**src/rtl/qos_pkg.sv**
```systemverilog
// Shared QoS-path definitions: data/VC widths and the per-VC pause state.
package qos_pkg;
  localparam int DATA_W  = 4;
  localparam int NUM_VC  = 4;
  localparam int VC_ID_W = (NUM_VC > 1) ? $clog2(NUM_VC) : 1;

  typedef enum logic {
    RUN    = 1'b0,
    PAUSED = 1'b1
  } vc_state_e;
endpackage

```
**src/rtl/vc_fifo_bank_fifo.sv**
```systemverilog
// Single-VC FIFO: storage, occupancy count, RUN/PAUSED hysteresis and
// overflow/underflow strobes. Head word is presented combinationally.
module vc_fifo
  import qos_pkg::*;
#(
  parameter int DEPTH  = 4,
  parameter int HI_THR = 3,
  parameter int LO_THR = 1
) (
  input  logic              clk,
  input  logic              reset,
  input  logic              push,
  input  logic [DATA_W-1:0] push_data,
  input  logic              pop,
  output logic              pop_ok,
  output logic [DATA_W-1:0] head,
  output logic              empty,
  output logic              full,
  output vc_state_e         state,
  output logic              cont,
  output logic              ovf,
  output logic              udf
);
  localparam int PTR_W = $clog2(DEPTH);
  localparam int CNT_W = $clog2(DEPTH + 1);

  logic [DATA_W-1:0] mem [DEPTH];
  logic [PTR_W-1:0]  rd_ptr, wr_ptr;
  logic [CNT_W-1:0]  count, count_nxt;
  logic              push_ok;
  vc_state_e         state_nxt;
  logic              leave;

  // A full FIFO still takes a push when the same cycle frees a slot by popping;
  // an empty FIFO never forwards a same-cycle push to the pop side.
  assign pop_ok    = pop && (count != '0);
  assign push_ok   = push && ((count < CNT_W'(DEPTH)) || pop_ok);
  assign count_nxt = count + CNT_W'(push_ok) - CNT_W'(pop_ok);
  assign head      = mem[rd_ptr];

  always_ff @(posedge clk) begin
    if (push_ok) mem[wr_ptr] <= push_data;
  end

  always_ff @(posedge clk) begin
    if (reset) begin
      rd_ptr <= '0;
      wr_ptr <= '0;
      count  <= '0;
      empty  <= 1'b1;
      full   <= 1'b0;
      ovf    <= 1'b0;
      udf    <= 1'b0;
      cont   <= 1'b0;
    end else begin
      if (push_ok) wr_ptr <= wr_ptr + PTR_W'(1);
      if (pop_ok)  rd_ptr <= rd_ptr + PTR_W'(1);
      count <= count_nxt;
      empty <= (count_nxt == '0);
      full  <= (count_nxt == CNT_W'(DEPTH));
      ovf   <= push && !push_ok;
      udf   <= pop && !pop_ok;
      cont  <= leave;
    end
  end

  always_ff @(posedge clk) begin
    if (reset) state <= RUN;
    else       state <= state_nxt;
  end

  // Hysteresis on the post-update count; the band between thresholds holds state.
  always_comb begin
    state_nxt = state;
    leave     = 1'b0;
    case (state)
      RUN:    if (count_nxt >= CNT_W'(HI_THR)) state_nxt = PAUSED;
      PAUSED: if (count_nxt <= CNT_W'(LO_THR)) begin
                state_nxt = RUN;
                leave     = 1'b1;
              end
      default: state_nxt = RUN;
    endcase
  end
endmodule

```
**src/rtl/vc_fifo_bank.sv**
```systemverilog
// Bank of NUM_VC input FIFOs for the QoS path: push/pop demux by VC id,
// registered head-word output and per-VC status packing.
module vc_fifo_bank
  import qos_pkg::*;
#(
  parameter int DEPTH  = 4,
  parameter int HI_THR = 3,
  parameter int LO_THR = 1
) (
  input  logic               clk,
  input  logic               reset,
  input  logic               push,
  input  logic [VC_ID_W-1:0] push_vc,
  input  logic [DATA_W-1:0]  push_data,
  input  logic               pop,
  input  logic [VC_ID_W-1:0] pop_vc,
  output logic [DATA_W-1:0]  pop_data,
  output logic               pop_valid,
  output logic [NUM_VC-1:0]  sEmpty,
  output logic [NUM_VC-1:0]  sFull,
  output logic [NUM_VC-1:0]  sPause,
  output logic [NUM_VC-1:0]  sContinue,
  output logic [NUM_VC-1:0]  ovf,
  output logic [NUM_VC-1:0]  udf
);
  // Command semantics: push and pop are one-cycle requests with no ready
  // handshake. Acceptance is decided internally; a refused request is reported
  // one cycle later on ovf/udf, an accepted pop on pop_valid with pop_data.
  logic [NUM_VC-1:0] push_sel, pop_sel, pop_acc;
  logic [DATA_W-1:0] head [NUM_VC];
  vc_state_e         vc_state [NUM_VC];
  logic [DATA_W-1:0] head_sel;

  for (genvar i = 0; i < NUM_VC; i++) begin : g_vc
    // Out-of-range VC ids match no lane, so they are silently dropped.
    assign push_sel[i] = push && (push_vc == VC_ID_W'(i));
    assign pop_sel[i]  = pop && (pop_vc == VC_ID_W'(i));

    vc_fifo #(
      .DEPTH (DEPTH),
      .HI_THR(HI_THR),
      .LO_THR(LO_THR)
    ) u_fifo (
      .clk      (clk),
      .reset    (reset),
      .push     (push_sel[i]),
      .push_data(push_data),
      .pop      (pop_sel[i]),
      .pop_ok   (pop_acc[i]),
      .head     (head[i]),
      .empty    (sEmpty[i]),
      .full     (sFull[i]),
      .state    (vc_state[i]),
      .cont     (sContinue[i]),
      .ovf      (ovf[i]),
      .udf      (udf[i])
    );

    assign sPause[i] = (vc_state[i] == PAUSED);
  end

  always_comb begin
    head_sel = '0;
    for (int i = 0; i < NUM_VC; i++) begin
      if (pop_acc[i]) head_sel = head[i];
    end
  end

  always_ff @(posedge clk) begin
    if (reset) begin
      pop_data  <= '0;
      pop_valid <= 1'b0;
    end else begin
      if (|pop_acc) pop_data <= head_sel;
      pop_valid <= |pop_acc;
    end
  end
endmodule

```
**config.mk**
```make
export PLATFORM = sky130hd
export DESIGN_NAME = vc_fifo_bank
export DESIGN_NICKNAME = d
export VERILOG_FILES = /design/src/rtl/qos_pkg.sv /design/src/rtl/vc_fifo_bank_fifo.sv /design/src/rtl/vc_fifo_bank.sv
export SDC_FILE = /design/constraint.sdc
export NUM_CORES = 1
export LEC_CHECK = 0
export CORE_AREA = 2 2 102 123
export CTS_BUF_LIST = sky130_fd_sc_hd__clkbuf_8
export CTS_CLUSTER_DIAMETER = 60
export DETAILED_ROUTE_END_ITERATION = 16
export DIE_AREA = 0 0 104 125
export PLACE_DENSITY = 0.65
export SYNTH_ARGS = -nofsm -noshare
export SYNTH_HDL_FRONTEND = slang
export SYNTH_HIERARCHICAL = 1
export SYNTH_SLANG_ARGS = --single-unit
```
**constraint.sdc**
```tcl
create_clock -name clk -period 2.55 [get_ports clk]
set_input_delay 0.51 -clock clk [delete_from_list [all_inputs] [get_ports clk]]
set_output_delay 0.51 -clock clk [all_outputs]
set_load 0.01 [all_outputs]
```
==> flow_metrics.env <==
export IMPL_holdPathStages=2
export IMPL_routedWlPerCell_um=15.2
export IMPL_cp_slowest_cell="clkdlybuf4s50_1"
export IMPL_synth_most_common_cell="dfxtp_1"
export IMPL_ys_ff_latch=129
export IMPL_synth_seq_area_share=0.621
export IMPL_core_um2=11900
export IMPL_nFillCells=1069
export IMPL_ios=41
export IMPL_max_slew_margin_rel=0.594
export IMPL_drt_initial_drc_count=247
export IMPL_initial_core_util=0.436
export IMPL_via_per_inst=4.98
export IMPL_synth_xor_area_frac=0.0309
export IMPL_ys_warn_count=6
export IMPL_fp_dieW_um=104
export IMPL_ys_flop_type="dfxtp_1"
export IMPL_fin_skew_ns=0.00851
export IMPL_yosys_area_top_type="edfxtp_1"
export IMPL_end_kind="flip-flop"
export IMPL_post_cts_repair_setup_buffers=0
export IMPL_path_max_fanout=4
export IMPL_vias=3085
export IMPL_synth_simple_area_share=0.128
export IMPL_hold_buffers=0
export IMPL_multi_input_area_um2=1870
export IMPL_reg2reg_to="g_vc[0].u_fifo/full$_SDFF_PP0_"
export IMPL_synthCells=373
export IMPL_path_buf_inv=3
export IMPL_rows=44
export IMPL_regArea_um2=3220
export IMPL_reg2reg_slack_ns=0.33
export IMPL_synth_mux_area_frac=0.0695
export IMPL_setup_violations=0
export IMPL_fin_crit_ns=2.39
export IMPL_io_buffers=40
export IMPL_overflow=0
export IMPL_synth_area_top_cells="edfxtp_1, dfxtp_1, mux4_2"
export IMPL_power_mw=4.74
export IMPL_crit_required_ns=2.88
export IMPL_synth_nets=413
export IMPL_final_cells=619
export IMPL_areaGrowthSynthToFinish_pct=21.6
export IMPL_diodes=0
export IMPL_hold_viol=0
export IMPL_rr_worst_depth=9
export IMPL_antenna_left=0
export IMPL_grt_pass1_vias=3195
export IMPL_min_to="pop_data[0]$_SDFFE_PP0P_"
export IMPL_firstDrtPassIters=4
export IMPL_r2r_start="g_vc[0].u_fifo/count[2]$_SDFF_PP0_"
export IMPL_dpl_cell_count=587
export IMPL_synth_area_um2=5190
export IMPL_drive_above_1_share=0.159
export IMPL_leakage_nw=2.36
export IMPL_grt_usage=0.157
export IMPL_async_flop_share=0
export IMPL_die_area_um2=13000
export IMPL_synth_fa_ha_area_frac=0.0733
export IMPL_maxCapViolations=0
export IMPL_synth_edff_count=64
export IMPL_worst_pin_slew_ns=0.606
export IMPL_antenna_found_initial=0
export IMPL_gp_congestion=0.712
export IMPL_yosysTopAreaCellShare=0.370
export IMPL_fin_crit_sh=0.938
export IMPL_status="finished clean"
export IMPL_cts_buffers=17
export IMPL_synth_compound_area_frac=0.0533
export IMPL_hold_ws_ns=0.468
export IMPL_dpl_hpwl_um=6870
export IMPL_clock_fmax_mhz=418
export IMPL_hp_start="pop_data[0]$_SDFFE_PP0P_"
export IMPL_grt_max_degree=29
export IMPL_crit_arrival_ns=2.72
export IMPL_syn_area_per_cell_um2=13.9
export IMPL_dpl_cell_area_um2=5900
export IMPL_peakVddDrop_uv=413
export IMPL_critPathKind="in2reg"
export IMPL_stdcell_area_um2=6310
export IMPL_cp_start_kind="input pin"
export IMPL_rsz0062_at_grt="false"
export IMPL_fin_nets=485
export IMPL_hold_path_class="reg2reg"
export IMPL_clock_sinks=129
export IMPL_synth_top_family_by_area="simple AND/OR/NAND/NOR gates"
export IMPL_tritoncts="built"
export IMPL_synth_common_cells="dfxtp_1, edfxtp_1, nor2_1, ha_1, inv_1"
export IMPL_routed_wl_um=9440
export IMPL_report_final_slew_viol_count=0
export IMPL_ctsLongestPathBuffers=2
export IMPL_path_clk_slew_ns=0.07
export IMPL_crit_family="adder cells"
export IMPL_htree_levels=4
export IMPL_slowest_delay_ns=0.51
export IMPL_grt_pass1_wl_um=15900
export IMPL_dieHeight_um=125
export IMPL_cts_root_buf="clkbuf_8"
export IMPL_drc_errors=0
export IMPL_synthDistinctLibCells=35
export IMPL_pwr_density_cell_nw_per_um2=751
export IMPL_cp_cell_sequence="clkdlybuf4s50_1 > nor3b_2 > nand2_1 > ha_1 > inv_1 > ha_1 > inv_1 > fa_1 > xnor3_1 > nor2_2 > and3_1"
export IMPL_clock_latency_ns=0.43
==> report_power, final <==
group          switching, mW  leakage [nW]  internal [mW]
Sequential            0.0896          1.11           2.31
Combinational          0.302          1.05          0.348
Clock                  0.748         0.202          0.942
==> metrics by stage <==
step	setup slack (ns)	utilization	TNS [ns]
after global routing	0.0174	0.531	0
final	0.159	0.531	0
after global placement	-0.464	0.496	-7.87
after CTS	-0.0103	0.529	-0.0103
after detailed placement	-0.500	0.496	-8.73
after floorplan	0.0159	-	0
==> how the worst max path moves through the flow <==
stage / start / to / slack [ns] / cells past startpoint
6_report: push / g_vc[0].u_fifo/full$_SDFF_PP0_ / 0.16 / 11
5_1_grt: push_vc[1] / g_vc[2].u_fifo/state$_SDFF_PP0_ / 0.02 / 12
4_1_cts: pop / g_vc[0].u_fifo/full$_SDFF_PP0_ / -0.01 / 12
3_5_place_dp: pop_vc[1] / g_vc[2].u_fifo/full$_SDFF_PP0_ / -0.50 / 14
3_3_place_gp: pop_vc[1] / g_vc[2].u_fifo/full$_SDFF_PP0_ / -0.46 / 14
2_1_floorplan: pop_vc[1] / g_vc[1].u_fifo/full$_SDFF_PP0_ / 0.02 / 10
==> cell usage in the layout (no fill, tap or decap), types with 4 or more instances in the layout <==
master and count:
dfxtp_1 65, edfxtp_1 64, clkdlybuf4s50_1 36, inv_1 27, nor2_1 26, ha_1 24, and3_1 21, buf_4 19
clkbuf_8 17, a21oi_1 16, mux4_2 16, o21ai_0 15, nand3_1 11, nand2b_1 11, nand2_1 7, nor2_2 5
nor2b_1 5, nand3b_1 4, o31a_1 4, xnor2_1 4, o311ai_0 4, xor2_1 4, xnor3_1 4, and4b_1 4
nor3_1 4, nor4_1 4
==> cell type report <==
type                    count  share of cell area
well taps                 161              0.0319
clock buffers              17              0.0371
repair buffers             59              0.0859
inverters                  24              0.0143
multi-input cells         214               0.296
clock inverters            15              0.0240
flip-flops and latches    129               0.511
==> metal layers <==
metal  vias up  GRT usage  part of all wire
li1       1521          -                 -
met1      1477      0.192              0.44
met2        74      0.260              0.49
met3        13     0.0469             0.050
met4         0     0.0636             0.017
met5         -          0                 0
==> flip-flops by register name (all words and copies together), names as in the netlist, named ones only <==
name	count
g_vc.u_fifo/cont	4
g_vc.u_fifo/count	12
g_vc.u_fifo/empty	4
g_vc.u_fifo/full	4
g_vc.u_fifo/mem	64
g_vc.u_fifo/ovf	4
g_vc.u_fifo/rd_ptr	8
g_vc.u_fifo/state	4
g_vc.u_fifo/udf	4
g_vc.u_fifo/wr_ptr	8
pop_data	4
pop_valid	1
==> cells by family after synthesis <==
kind of cell | count (synthesis)
simple gates | 113
buf+inv | 30
xor+xnor | 12
flops | 129
compound gates | 45
mux | 16
fa+ha+maj | 28
==> what timing repair did <==
| action | 4_1_cts | 5_1_grt |
|---|---|---|
| pin swaps | 0 | 1 |
| endpoints found under the setup margin | 3 | 17 |
| resized for setup | 1 | 9 |
==> worst reg2reg max path, stage by stage, from the launching register on <==
cell and delay (ns):
dfxtp_1 0.36, o31a_1 0.34, ha_1 0.29, inv_1 0.06, ha_1 0.14, inv_1 0.05, fa_1 0.37, xnor3_1 0.26
nor2_2 0.06, and3_1 0.20
Note: power is estimated with default switching activity, not from simulation.
